--- src/rtl/fetch_sequencer_if.sv ---
// fetch_sequencer_if: control inputs and fetch-state outputs shared between the sequencer and its controller.
interface fetch_sequencer_if #(
   parameter int PC_W        = 10,
   parameter int OFF_W       = 9,
   parameter int NUM_PROG    = 3,
   parameter int STACK_DEPTH = 4
);
   localparam int SEL_W = NUM_PROG > 1 ? $clog2(NUM_PROG) : 1;
   localparam int SP_W  = $clog2(STACK_DEPTH + 1);
   logic             start;
   logic [SEL_W-1:0] prog_sel;
   logic             stall;
   logic             branch_en;
   logic             bSIGN;
   logic [OFF_W-1:0] bOFFSET;
   logic             jump_en;
   logic [PC_W-1:0]  jTARGET;
   logic             call_en;
   logic             ret_en;
   logic             halt;
   logic [PC_W-1:0]  PC;
   logic             running;
   logic             done;
   logic             fault;
   logic [SP_W-1:0]  sp;
   modport master (
      output start, prog_sel, stall, branch_en, bSIGN, bOFFSET, jump_en, jTARGET, call_en, ret_en, halt,
      input  PC, running, done, fault, sp
   );
   modport slave (
      input  start, prog_sel, stall, branch_en, bSIGN, bOFFSET, jump_en, jTARGET, call_en, ret_en, halt,
      output PC, running, done, fault, sp
   );
endinterface

--- src/rtl/fetch_sequencer.sv ---
// fetch_sequencer: program counter with entry table, stall, branch/jump, call/return stack and IDLE/RUN/HALT/FAULT control.
module fetch_sequencer #(
   parameter int                          PC_W        = 10,
   parameter int                          OFF_W       = 9,
   parameter int                          NUM_PROG    = 3,
   parameter logic [NUM_PROG*PC_W-1:0]    PROG_BASE   = {10'd0, 10'd2, 10'd0},
   parameter int                          STACK_DEPTH = 4,
   parameter int                          HALT_PC     = 63
) (
   input logic              CLK,
   input logic              init_n,
   fetch_sequencer_if.slave bus
);
   localparam int SEL_W = NUM_PROG > 1 ? $clog2(NUM_PROG) : 1;
   localparam int SP_W  = $clog2(STACK_DEPTH + 1);
   localparam int IDX_W = STACK_DEPTH > 1 ? $clog2(STACK_DEPTH) : 1;
   typedef enum logic [1:0] {IDLE, RUN, HALT, FAULT} state_t;
   state_t          state_q, state_d;
   logic [PC_W-1:0] pc_q, pc_d;
   logic [SP_W-1:0] sp_q, sp_d;
   logic            running_q, done_q, fault_q, push;
   logic [PC_W-1:0] stack_q [STACK_DEPTH];
   logic [PC_W-1:0] pc_inc, off, base;
   logic [SEL_W-1:0] sel;
   logic [IDX_W-1:0] pop_idx, push_idx;
   assign pc_inc   = pc_q + PC_W'(1);
   assign off      = PC_W'(bus.bOFFSET);
   // out-of-range program indices fall back to entry 0
   assign sel      = 32'(bus.prog_sel) < NUM_PROG ? bus.prog_sel : '0;
   assign base     = PROG_BASE[32'(sel)*PC_W +: PC_W];
   assign pop_idx  = IDX_W'(sp_q - SP_W'(1));
   assign push_idx = IDX_W'(sp_q);
   always_comb begin
      state_d = state_q;
      pc_d    = pc_q;
      sp_d    = sp_q;
      push    = 1'b0;
      case (state_q)
         IDLE, HALT: if (bus.start) begin
            state_d = RUN;
            pc_d    = base;
            sp_d    = '0;
         end
         RUN: if (!bus.stall) begin
            if (bus.halt || pc_q == PC_W'(HALT_PC)) state_d = HALT;
            else if (bus.ret_en) begin
               if (sp_q == '0) state_d = FAULT;
               else begin
                  pc_d = stack_q[pop_idx];
                  sp_d = sp_q - SP_W'(1);
               end
            end else if (bus.call_en) begin
               if (sp_q == SP_W'(STACK_DEPTH)) state_d = FAULT;
               else begin
                  push = 1'b1;
                  sp_d = sp_q + SP_W'(1);
                  pc_d = bus.jTARGET;
               end
            end else if (bus.jump_en) pc_d = bus.jTARGET;
            else if (bus.branch_en) pc_d = bus.bSIGN ? pc_q - off : pc_q + off;
            else pc_d = pc_inc;
         end
         default: ;
      endcase
   end
   always_ff @(posedge CLK) begin
      if (!init_n) begin
         state_q   <= IDLE;
         pc_q      <= '0;
         sp_q      <= '0;
         running_q <= 1'b0;
         done_q    <= 1'b0;
         fault_q   <= 1'b0;
      end else begin
         state_q   <= state_d;
         pc_q      <= pc_d;
         sp_q      <= sp_d;
         running_q <= state_d == RUN;
         done_q    <= state_d == HALT;
         fault_q   <= state_d == FAULT;
         if (push) stack_q[push_idx] <= pc_inc;
      end
   end
   assign bus.PC      = pc_q;
   assign bus.running = running_q;
   assign bus.done    = done_q;
   assign bus.fault   = fault_q;
   assign bus.sp      = sp_q;
endmodule
--- src/flat_wrapper.sv ---
// flat-port wrapper written by rule: the top's interface ports become plain ports
module fetch_sequencer_flat 
#(
   parameter int                          PC_W        = 10,
   parameter int                          OFF_W       = 9,
   parameter int                          NUM_PROG    = 3,
   parameter logic [NUM_PROG*PC_W-1:0]    PROG_BASE   = {10'd0, 10'd2, 10'd0},
   parameter int                          STACK_DEPTH = 4,
   parameter int                          HALT_PC     = 63
)
  (CLK, init_n, bus_start, bus_prog_sel, bus_stall, bus_branch_en, bus_bSIGN, bus_bOFFSET, bus_jump_en, bus_jTARGET, bus_call_en, bus_ret_en, bus_halt, bus_PC, bus_running, bus_done, bus_fault, bus_sp);
  fetch_sequencer_if #(.PC_W(PC_W), .OFF_W(OFF_W), .NUM_PROG(NUM_PROG), .STACK_DEPTH(STACK_DEPTH)) bus_i ();
  input logic CLK;
  input logic init_n;
  input wire logic [$bits(bus_i.start)-1:0] bus_start;
  input wire logic [$bits(bus_i.prog_sel)-1:0] bus_prog_sel;
  input wire logic [$bits(bus_i.stall)-1:0] bus_stall;
  input wire logic [$bits(bus_i.branch_en)-1:0] bus_branch_en;
  input wire logic [$bits(bus_i.bSIGN)-1:0] bus_bSIGN;
  input wire logic [$bits(bus_i.bOFFSET)-1:0] bus_bOFFSET;
  input wire logic [$bits(bus_i.jump_en)-1:0] bus_jump_en;
  input wire logic [$bits(bus_i.jTARGET)-1:0] bus_jTARGET;
  input wire logic [$bits(bus_i.call_en)-1:0] bus_call_en;
  input wire logic [$bits(bus_i.ret_en)-1:0] bus_ret_en;
  input wire logic [$bits(bus_i.halt)-1:0] bus_halt;
  output wire logic [$bits(bus_i.PC)-1:0] bus_PC;
  output wire logic [$bits(bus_i.running)-1:0] bus_running;
  output wire logic [$bits(bus_i.done)-1:0] bus_done;
  output wire logic [$bits(bus_i.fault)-1:0] bus_fault;
  output wire logic [$bits(bus_i.sp)-1:0] bus_sp;
  assign bus_i.start = bus_start;
  assign bus_i.prog_sel = bus_prog_sel;
  assign bus_i.stall = bus_stall;
  assign bus_i.branch_en = bus_branch_en;
  assign bus_i.bSIGN = bus_bSIGN;
  assign bus_i.bOFFSET = bus_bOFFSET;
  assign bus_i.jump_en = bus_jump_en;
  assign bus_i.jTARGET = bus_jTARGET;
  assign bus_i.call_en = bus_call_en;
  assign bus_i.ret_en = bus_ret_en;
  assign bus_i.halt = bus_halt;
  assign bus_PC = bus_i.PC;
  assign bus_running = bus_i.running;
  assign bus_done = bus_i.done;
  assign bus_fault = bus_i.fault;
  assign bus_sp = bus_i.sp;
  fetch_sequencer #(.PC_W(PC_W), .OFF_W(OFF_W), .NUM_PROG(NUM_PROG), .PROG_BASE(PROG_BASE), .STACK_DEPTH(STACK_DEPTH), .HALT_PC(HALT_PC)) u_core (.CLK(CLK), .init_n(init_n), .bus(bus_i));
endmodule
--- config.mk ---
export PLATFORM = sky130hd
export DESIGN_NAME = fetch_sequencer_flat
export DESIGN_NICKNAME = d
export VERILOG_FILES = /design/src/rtl/fetch_sequencer_if.sv /design/src/rtl/fetch_sequencer.sv /design/src/flat_wrapper.sv
export SDC_FILE = /design/constraint.sdc
export NUM_CORES = 1
export LEC_CHECK = 0
export ABC_AREA = 0
export CORE_ASPECT_RATIO = 1.75
export CORE_UTILIZATION = 40
export CTS_CLUSTER_SIZE = 8
export DETAILED_ROUTE_END_ITERATION = 16
export PLACE_DENSITY = 0.73
export SYNTH_ARGS = -nofsm -noshare
export SYNTH_HDL_FRONTEND = slang
export SYNTH_SLANG_ARGS = --single-unit
--- constraint.sdc ---
create_clock -name CLK -period 3.2 [get_ports CLK]
set_input_delay 0.64 -clock CLK [delete_from_list [all_inputs] [get_ports CLK]]
set_output_delay 0.64 -clock CLK [all_outputs]
set_load 0.01 [all_outputs]
==> results of run 1 <==
## worst register-to-register path: cells and delay by family (launching register included)
kind,cells,cell delay (ns)
AOI/OAI and AO/OA,6,0.95
DFF,1,0.38
adders and majority gates,2,0.66
buffers and inverters,3,0.46
## registers in the layout (all words and copies together), names as in the netlist
name,count
u_core.bus.PC,10
u_core.bus.fault,1
u_core.bus.running,1
u_core.stack_q,40
u_core.state_q,2
u_core.bus.done,1
u_core.bus.sp,3
## routing by layer
layer / wire length, µm / vias up
met2: 4940 / 72
met3: 314 / 22
met1: 3200 / 1323
li1: - / 1331
met4: 223 / 0
met5: 0 / -
## final timing paths
| check | from | to | slack (ns) |
|---|---|---|---|
| max reg2reg | u_core.bus.PC[0] | u_core.bus.PC[4] | 0.68 |
| min reg2reg | u_core.bus.sp[1] | u_core.bus.sp[1] | 0.55 |
| max | bus_bOFFSET[0] | u_core.bus.PC[7] | 0.18 |
| min | u_core.bus.sp[1] | u_core.bus.sp[1] | 0.55 |
## through the flow
stage | instance area (µm²) | power (W)
after global placement | 4190 | 0.00120
after global routing | 4490 | 0.00216
after CTS | 4470 | 0.00210
final | 4490 | 0.00210
after floorplan | 3430 | 0.00105
after detailed placement | 4190 | 0.00120
## Yosys cell counts (all sizes together) (4+ instances only)
library cell / number / share of area
edfxtp: 40 / 0.35
nor2: 25 / 0.028
nand2: 23 / 0.025
o21ai: 21 / 0.031
dfxtp: 18 / 0.11
a21oi: 16 / 0.023
ha: 16 / 0.058
xnor2: 13 / 0.033
inv: 11 / 0.012
mux4: 10 / 0.066
nand3: 10 / 0.015
xor2: 10 / 0.026
nand2b: 9 / 0.016
nor3: 8 / 0.012
and2: 7 / 0.014
buf: 6 / 0.015
a211oi: 5 / 0.011
and3: 5 / 0.011
clkbuf: 5 / 0.0084
a22o: 4 / 0.011
mux2i: 4 / 0.012
o21a: 4 / 0.0088
## cell type report
type,instances,area (µm²),area share
Clock buffer,9,225,0.0502
Clock inverter,7,60.1,0.0134
Inverter,11,41.3,0.00919
Multi-Input combinational cell,234,1770,0.393
Sequential cell,58,1560,0.348
Tap cell,115,144,0.0320
Timing Repair Buffer,77,693,0.154
## cells in the final DEF (no fill, tap or decap), types with 5 or more instances in the layout
cell type	count
clkdlybuf4s50_1	46
edfxtp_1	40
buf_4	31
nor2_1	24
nand2_1	23
o21ai_0	20
dfxtp_1	18
a21oi_1	16
ha_1	16
xnor2_1	13
inv_1	11
nand3_1	10
xor2_1	10
mux4_2	10
nand2b_1	9
clkbuf_16	9
nor3_1	6
and2_1	5
a211oi_1	5
## power breakdown
part	switching [W]	total (W)	internal (W)	leakage [nW]
logic	0.000180	0.000370	0.000190	1.05
registers	0.0000130	0.000822	0.000809	0.530
clock network	0.000318	0.000908	0.000590	0.140
total	0.000511	0.00210	0.00159	1.72
## cells by family (layout without fill, tap and decap cells)
logic type | after synthesis | in the layout
simple gates | 107 | 107
compound gates | 72 | 72
flops | 58 | 58
xor+xnor | 23 | 23
buf+inv | 22 | 104
fa+ha+maj | 17 | 17
mux | 15 | 15
==> summary.md, run 1 <==
| Metric | Value |
|---|---|
| Status | completed |
| DIE WIDTH | 72.0 µm |
| WHS Path Cells | 2 |
| H-Tree Depth | 3 |
| Syn avg cell area | 10.9 µm² |
| Critical Path RT | 3.43 ns |
| Max_slew headroom | 0.571 |
| Post-CTS Resized | 0 |
| Pwr dens | 468 nW/µm² |
| Routed Antenna Nets | 0 |
| Fill cells | 726 |
| Syn. warnings | 0 |
| Clock Pin Slew Worst Setup and Hold Paths | 0.05 ns |
| M3 GR Usage | 0.0348 |
| Clock sinks | 58 |
| Hpwl dp | 6.80 mm |
| Largest family of logic cells by synthesized area | simple AND/OR/NAND/NOR gates |
| # diodes | 0 |
| Mux share of post-synthesis cell area | 0.0807 |
| DR vias/cell | 5.38 |
| Routing usage on met1 | 0.226 |
| Routed WL | 8.68 mm |
| CP Class | input port to flop |
| First-pass GRT wire length | 14.1 mm |
| CTS buffer count | 9 |
| Maximum operating frequency | 0.331 GHz |
| Leak | 1.72 nW |
| Max-cap violations | 0 |
| Post-synthesis simple-gate area fraction | 0.166 |
| Post-Synth XOR/XNOR Area | 0.0588 |
| Setup TNS Final | 0 ns |
| Crit. End Element | flop |
| Share of layout cells above drive strength 1 | 0.184 |
| Syn Inst Count | 314 |
| Port bufs | 46 |
| Final Non-Filler Cells | 511 |
| Seq/Total Area, Yosys | 0.455 |
| Dpl ws | -0.191 ns |
| Vias in the first global route | 2,800 |
| Ys async rst share | 0 |
| Crit path max-delay family | compound AO/OA/AOI/OAI gates |
| Post-synth cell types | 60 |
| DP Cell Count | 495 |
| # nets final | 439 |
| Final Max Slew Viols | 0 |
| Row cnt | 44 |
| Number of remaining DRC errors | 0 |
| GRT Total Usage | 0.211 |
| CTS Root Cell | clkbuf_16 |
| Top_reg_cell synth | edfxtp_1 |
| Syn nets | 362 |
| Core area | 8310 µm² |
| Initial core utilization | 0.412 |
| Skew-Pair Late Insertion Delay | 0.33 ns |
| GRT Max-Usage Layer | met2 |
| RSZ-0062 raised after global routing | no |
| Die ar. | 8960 µm² |
| Worst EP arrival | 3.25 ns |
| Number of enable flip-flop cells after synthesis | 40 |
| Startpoint Class | input port |
| Largest stage delay on the critical path | 0.48 ns |
| Crit path max fanout | 4 |
| Synthesized-area fraction occupied by adder cells | 0.0642 |
| Clk_skew | 0.00585 ns |
| Num ports | 47 |
| #FFs+latches synth | 58 |
| DRT iter0 DRCs | 135 |
| Via count of the routed design | 2,748 |
| Routed WL per cell | 17.0 µm |
| Final Hold Vio Count | 0 |
| Critical path's slowest cell | clkdlybuf4s50_1 |
| Worst reg-to-reg path cell count | 11 |
| GR Overflow Total | 0 |
| CP most frequent cell | ha_1 |
| CTS tree | built |
| Worst-Margin Slew | 0.643 ns |
| Hold WC Path Type | flop to flop |
| Post-CTS Setup Bufs | 0 |
| Hold slack final | 0.550 ns |
| Final setup vio count | 0 |
| Maximum VDD drop | 0.000269 V |
| Pre-antenna DRT Iters | 4 |
| Final Wtd Congestion | 0.808 |
| Compound-Gate Fraction of Synth Area | 0.139 |
| Fin crit share | 0.944 |
| Synth Cell Area | 3430 µm² |
| Chip Height | 124 µm |
| WP buf/inv | 2 |
| Initial antenna violation count | 0 |
| CP Cell Sequence | clkdlybuf4s50_1 > inv_1 > ha_1 > a31oi_1 > xnor2_1 > ha_1 > a21oi_1 > nand2b_1 > o311ai_1 > xor2_1 > nand3_1 > a22o_1 |
| Worst Slack Setup Final | 0.179 ns |
| Area growth, synth to finish | 31.0% |
| Largest net degree at the start of global routing | 27 |
| Stages on worst setup path | 12 |
| Met2 Use GR | 0.387 |
| Min Tclk post-route | 3.02 ns |
| Hold buffers post-CTS | 0 |
| CTS Buffer Depth | 2 |
| Fin util | 0.540 |
Note: power is estimated with default switching activity, not from simulation.
==> run 2: changes to the inputs <==
--- a/config.mk
+++ b/config.mk
@@ -7,10 +7,10 @@
 export LEC_CHECK = 0
 export ABC_AREA = 0
 export CORE_ASPECT_RATIO = 1.75
-export CORE_UTILIZATION = 40
+export CORE_UTILIZATION = 55
 export CTS_CLUSTER_SIZE = 8
 export DETAILED_ROUTE_END_ITERATION = 16
-export PLACE_DENSITY = 0.73
+export PLACE_DENSITY = 0.92
 export SYNTH_ARGS = -nofsm -noshare
 export SYNTH_HDL_FRONTEND = slang
 export SYNTH_SLANG_ARGS = --single-unit
==> run 2 against run 1 <==
Against the previous run: non-clock buffer count down 6; clock power down 35%; power down 16%; final area down 4.5%; global-route usage up 7.5 points; combinational power down 2%; via count up 3.7%; worst hold slack better by 0.0044 ns; flip-flop and latch count unchanged; first-iteration DRC count down 33%; critical path type unchanged.
==> summary.md, run 2 (synthesis results as in run 1) <==
| Metric | Value |
|---|---|
| CTS Buffer Depth | 2 (unchanged) |
| CP most frequent cell | xnor2_1 |
| Max-cap violations | 0 (unchanged) |
| Routed Antenna Nets | 0 (unchanged) |
| Hold buffers post-CTS | 0 (unchanged) |
| Final Hold Vio Count | 0 (unchanged) |
| M3 GR Usage | 0.0620 (+0.0273) |
| DP Cell Count | 452 (-8.7%) |
| Status | completed |
| Skew-Pair Late Insertion Delay | 0.34 ns (about the same) |
| First-pass GRT wire length | 13.4 mm (-4.6%) |
| Worst-Margin Slew | 0.580 ns (-0.0634 ns) |
| GRT Total Usage | 0.286 (+0.0753) |
| Final Wtd Congestion | 0.930 (+15%) |
| GR Overflow Total | 0 (unchanged) |
| Routing usage on met1 | 0.322 (+0.0962) |
| # nets final | 433 (-1.4%) |
| Biggest register | u_core.stack_q |
| Final setup vio count | 0 (unchanged) |
| WP buf/inv | 2 (unchanged) |
| Number of remaining DRC errors | 0 (unchanged) |
| Crit path max-delay family | simple AND/OR/NAND/NOR gates |
| H-Tree Depth | 3 (unchanged) |
| DRT iter0 DRCs | 90 (-33%) |
| Post-CTS Setup Bufs | 0 (unchanged) |
| Die ar. | 6570 µm² (-27%) |
| # diodes | 0 (unchanged) |
| Pre-antenna DRT Iters | 5 (+1) |
| Largest register FFs | 40 (unchanged) |
| GRT Max-Usage Layer | met2 |
| Num ports | 47 (unchanged) |
| CP Cell Sequence | clkdlybuf4s50_1 > or4_1 > nor4_1 > nor2_1 > xnor2_1 > ha_1 > buf_4 > a31oi_1 > xnor2_1 > mux2i_1 > o21ai_0 |
| CTS tree | built |
| Via count of the routed design | 2,849 (+3.7%) |
| Share of layout cells above drive strength 1 | 0.169 (-0.0151) |
| Largest net degree at the start of global routing | 27 (unchanged) |
| CTS buffer count | 9 (unchanged) |
| Initial antenna violation count | 0 (unchanged) |
| Crit path max fanout | 3 (-1) |
| Fill cells | 434 (-40%) |
| Startpoint Class | input port |
| Clock Pin Slew Worst Setup and Hold Paths | 0.06 ns (about the same) |
| Fin crit share | 0.960 (+0.0160) |
| Final Power | 0.00177 W (-16%) |
| Crit. End Element | flop |
| Critical Path RT | 3.46 ns (+0.03 ns) |
| Met2 Use GR | 0.483 (+0.0963) |
| Vias in the first global route | 2,834 (+1.2%) |
| Min Tclk post-route | 3.07 ns (+0.0511 ns) |
| Chip Height | 106 µm (-14%) |
| Max_slew headroom | 0.614 (+0.0422) |
| Area growth, synth to finish | 25.1% |
| DR vias/cell | 6.09 (+13%) |
| Commonest non-fill, non-tap cell in the layout | clkdlybuf4s50_1 |
| Final Non-Filler Cells | 468 (-8.4%) |
| DIE WIDTH | 61.7 µm (-14%) |
| Largest stage delay on the critical path | 0.54 ns (+0.06 ns) |
| Core area | 5930 µm² (-29%) |
| RSZ-0062 raised after global routing | no |
| Hpwl dp | 6.27 mm (-7.7%) |
| Clock sinks | 58 (unchanged) |
| Hold WC Path Type | flop to flop |
| Clk_skew | 0.00650 ns (+0.000646 ns) |
| Maximum operating frequency | 0.326 GHz (-1.7%) |
| CTS Root Cell | clkbuf_8 |
| Critical path's slowest cell | or4_1 |
| Initial core utilization | 0.579 (+0.166) |
| Leak | 1.63 nW (-5.0%) |
| Routed WL per cell | 17.9 µm (+5.4%) |
| Commonest non-fill, non-tap cells in the layout | 46 x clkdlybuf4s50_1, 40 x edfxtp_1, 25 x buf_4 |
| Port bufs | 46 (unchanged) |
| Pwr dens | 412 nW/µm² (-12%) |
| Routed WL | 8.38 mm (-3.5%) |
| CP Class | input port to flop |
| Worst EP arrival | 3.33 ns (+0.08 ns) |
| Post-CTS Resized | 0 (unchanged) |
| Row cnt | 37 (-16%) |
| Final Max Slew Viols | 0 (unchanged) |
| Maximum VDD drop | 0.000324 V (+20%) |
==> run 2: changes by cell type in the layout (fill, tap and decap cells not counted), moves of 2 or more <==
cell / delta
clkbuf_8: +11
nor3_2: -2
a211oi_1: -2
buf_4: -6
clkbuf_1: +3
clkinv_1: -2
nor3_1: +2
a211oi_2: +2
clkbuf_16: -9
clkinv_2: -2
==> run 2: power by group <==
part           internal, W  switching, W  leakage (nW)  total [W]
logic             0.000184      0.000177          1.02   0.000361
clock network     0.000322      0.000266        0.0867   0.000588
registers         0.000807     0.0000124         0.530   0.000820
==> run 2: worst reg2reg max path: stages, from the launching register on <==
cell	delay, ns
dfxtp_1	0.36
inv_1	0.21
ha_1	0.22
inv_1	0.06
fa_1	0.41
buf_4	0.16
a21o_1	0.15
a211oi_1	0.27
o221ai_1	0.18
o21ai_0	0.10
o21ai_0	0.10
a22o_2	0.22
==> run 2: layer usage <==
metal	up-vias	part of all wire	wire length, µm
met3	28	0.047	398
met1	1374	0.36	3030
met5	-	0	0
met2	129	0.54	4560
met4	0	0.047	392
li1	1318	-	-
==> run 2: metrics by stage <==
step	hold WS, ns	setup slack, ns	setup TNS, ns	instance area (µm²)	util
after global placement	0.530	-0.139	-0.572	4090	0.691
after detailed placement	0.546	-0.226	-0.975	4090	0.691
after CTS	0.554	0.141	0	4270	0.720
after global routing	0.621	0.0154	0	4290	0.724
final	0.555	0.128	0	4290	0.724
after floorplan	0.542	0.455	0	3430	-
==> run 2: final timing paths <==
path	start	end	slack, ns	cells after the start
worst max-delay path	bus_bOFFSET[4]	u_core.bus.PC[8]	0.13	11
worst max register to register	u_core.bus.PC[0]	u_core.bus.PC[4]	0.67	11
worst min-delay path	u_core.bus.sp[1]	u_core.bus.sp[1]	0.55	2
worst min register to register	u_core.bus.sp[1]	u_core.bus.sp[1]	0.55	2
==> run 2: layout make-up <==
cell class / instances / area, µm² / area share
Inverter: 11 / 41.3 / 0.00962
Tap cell: 78 / 97.6 / 0.0227
Clock inverter: 2 / 12.5 / 0.00292
Multi-Input combinational cell: 234 / 1770 / 0.412
Timing Repair Buffer: 71 / 648 / 0.151
Clock buffer: 14 / 163 / 0.0379
Sequential cell: 58 / 1560 / 0.364
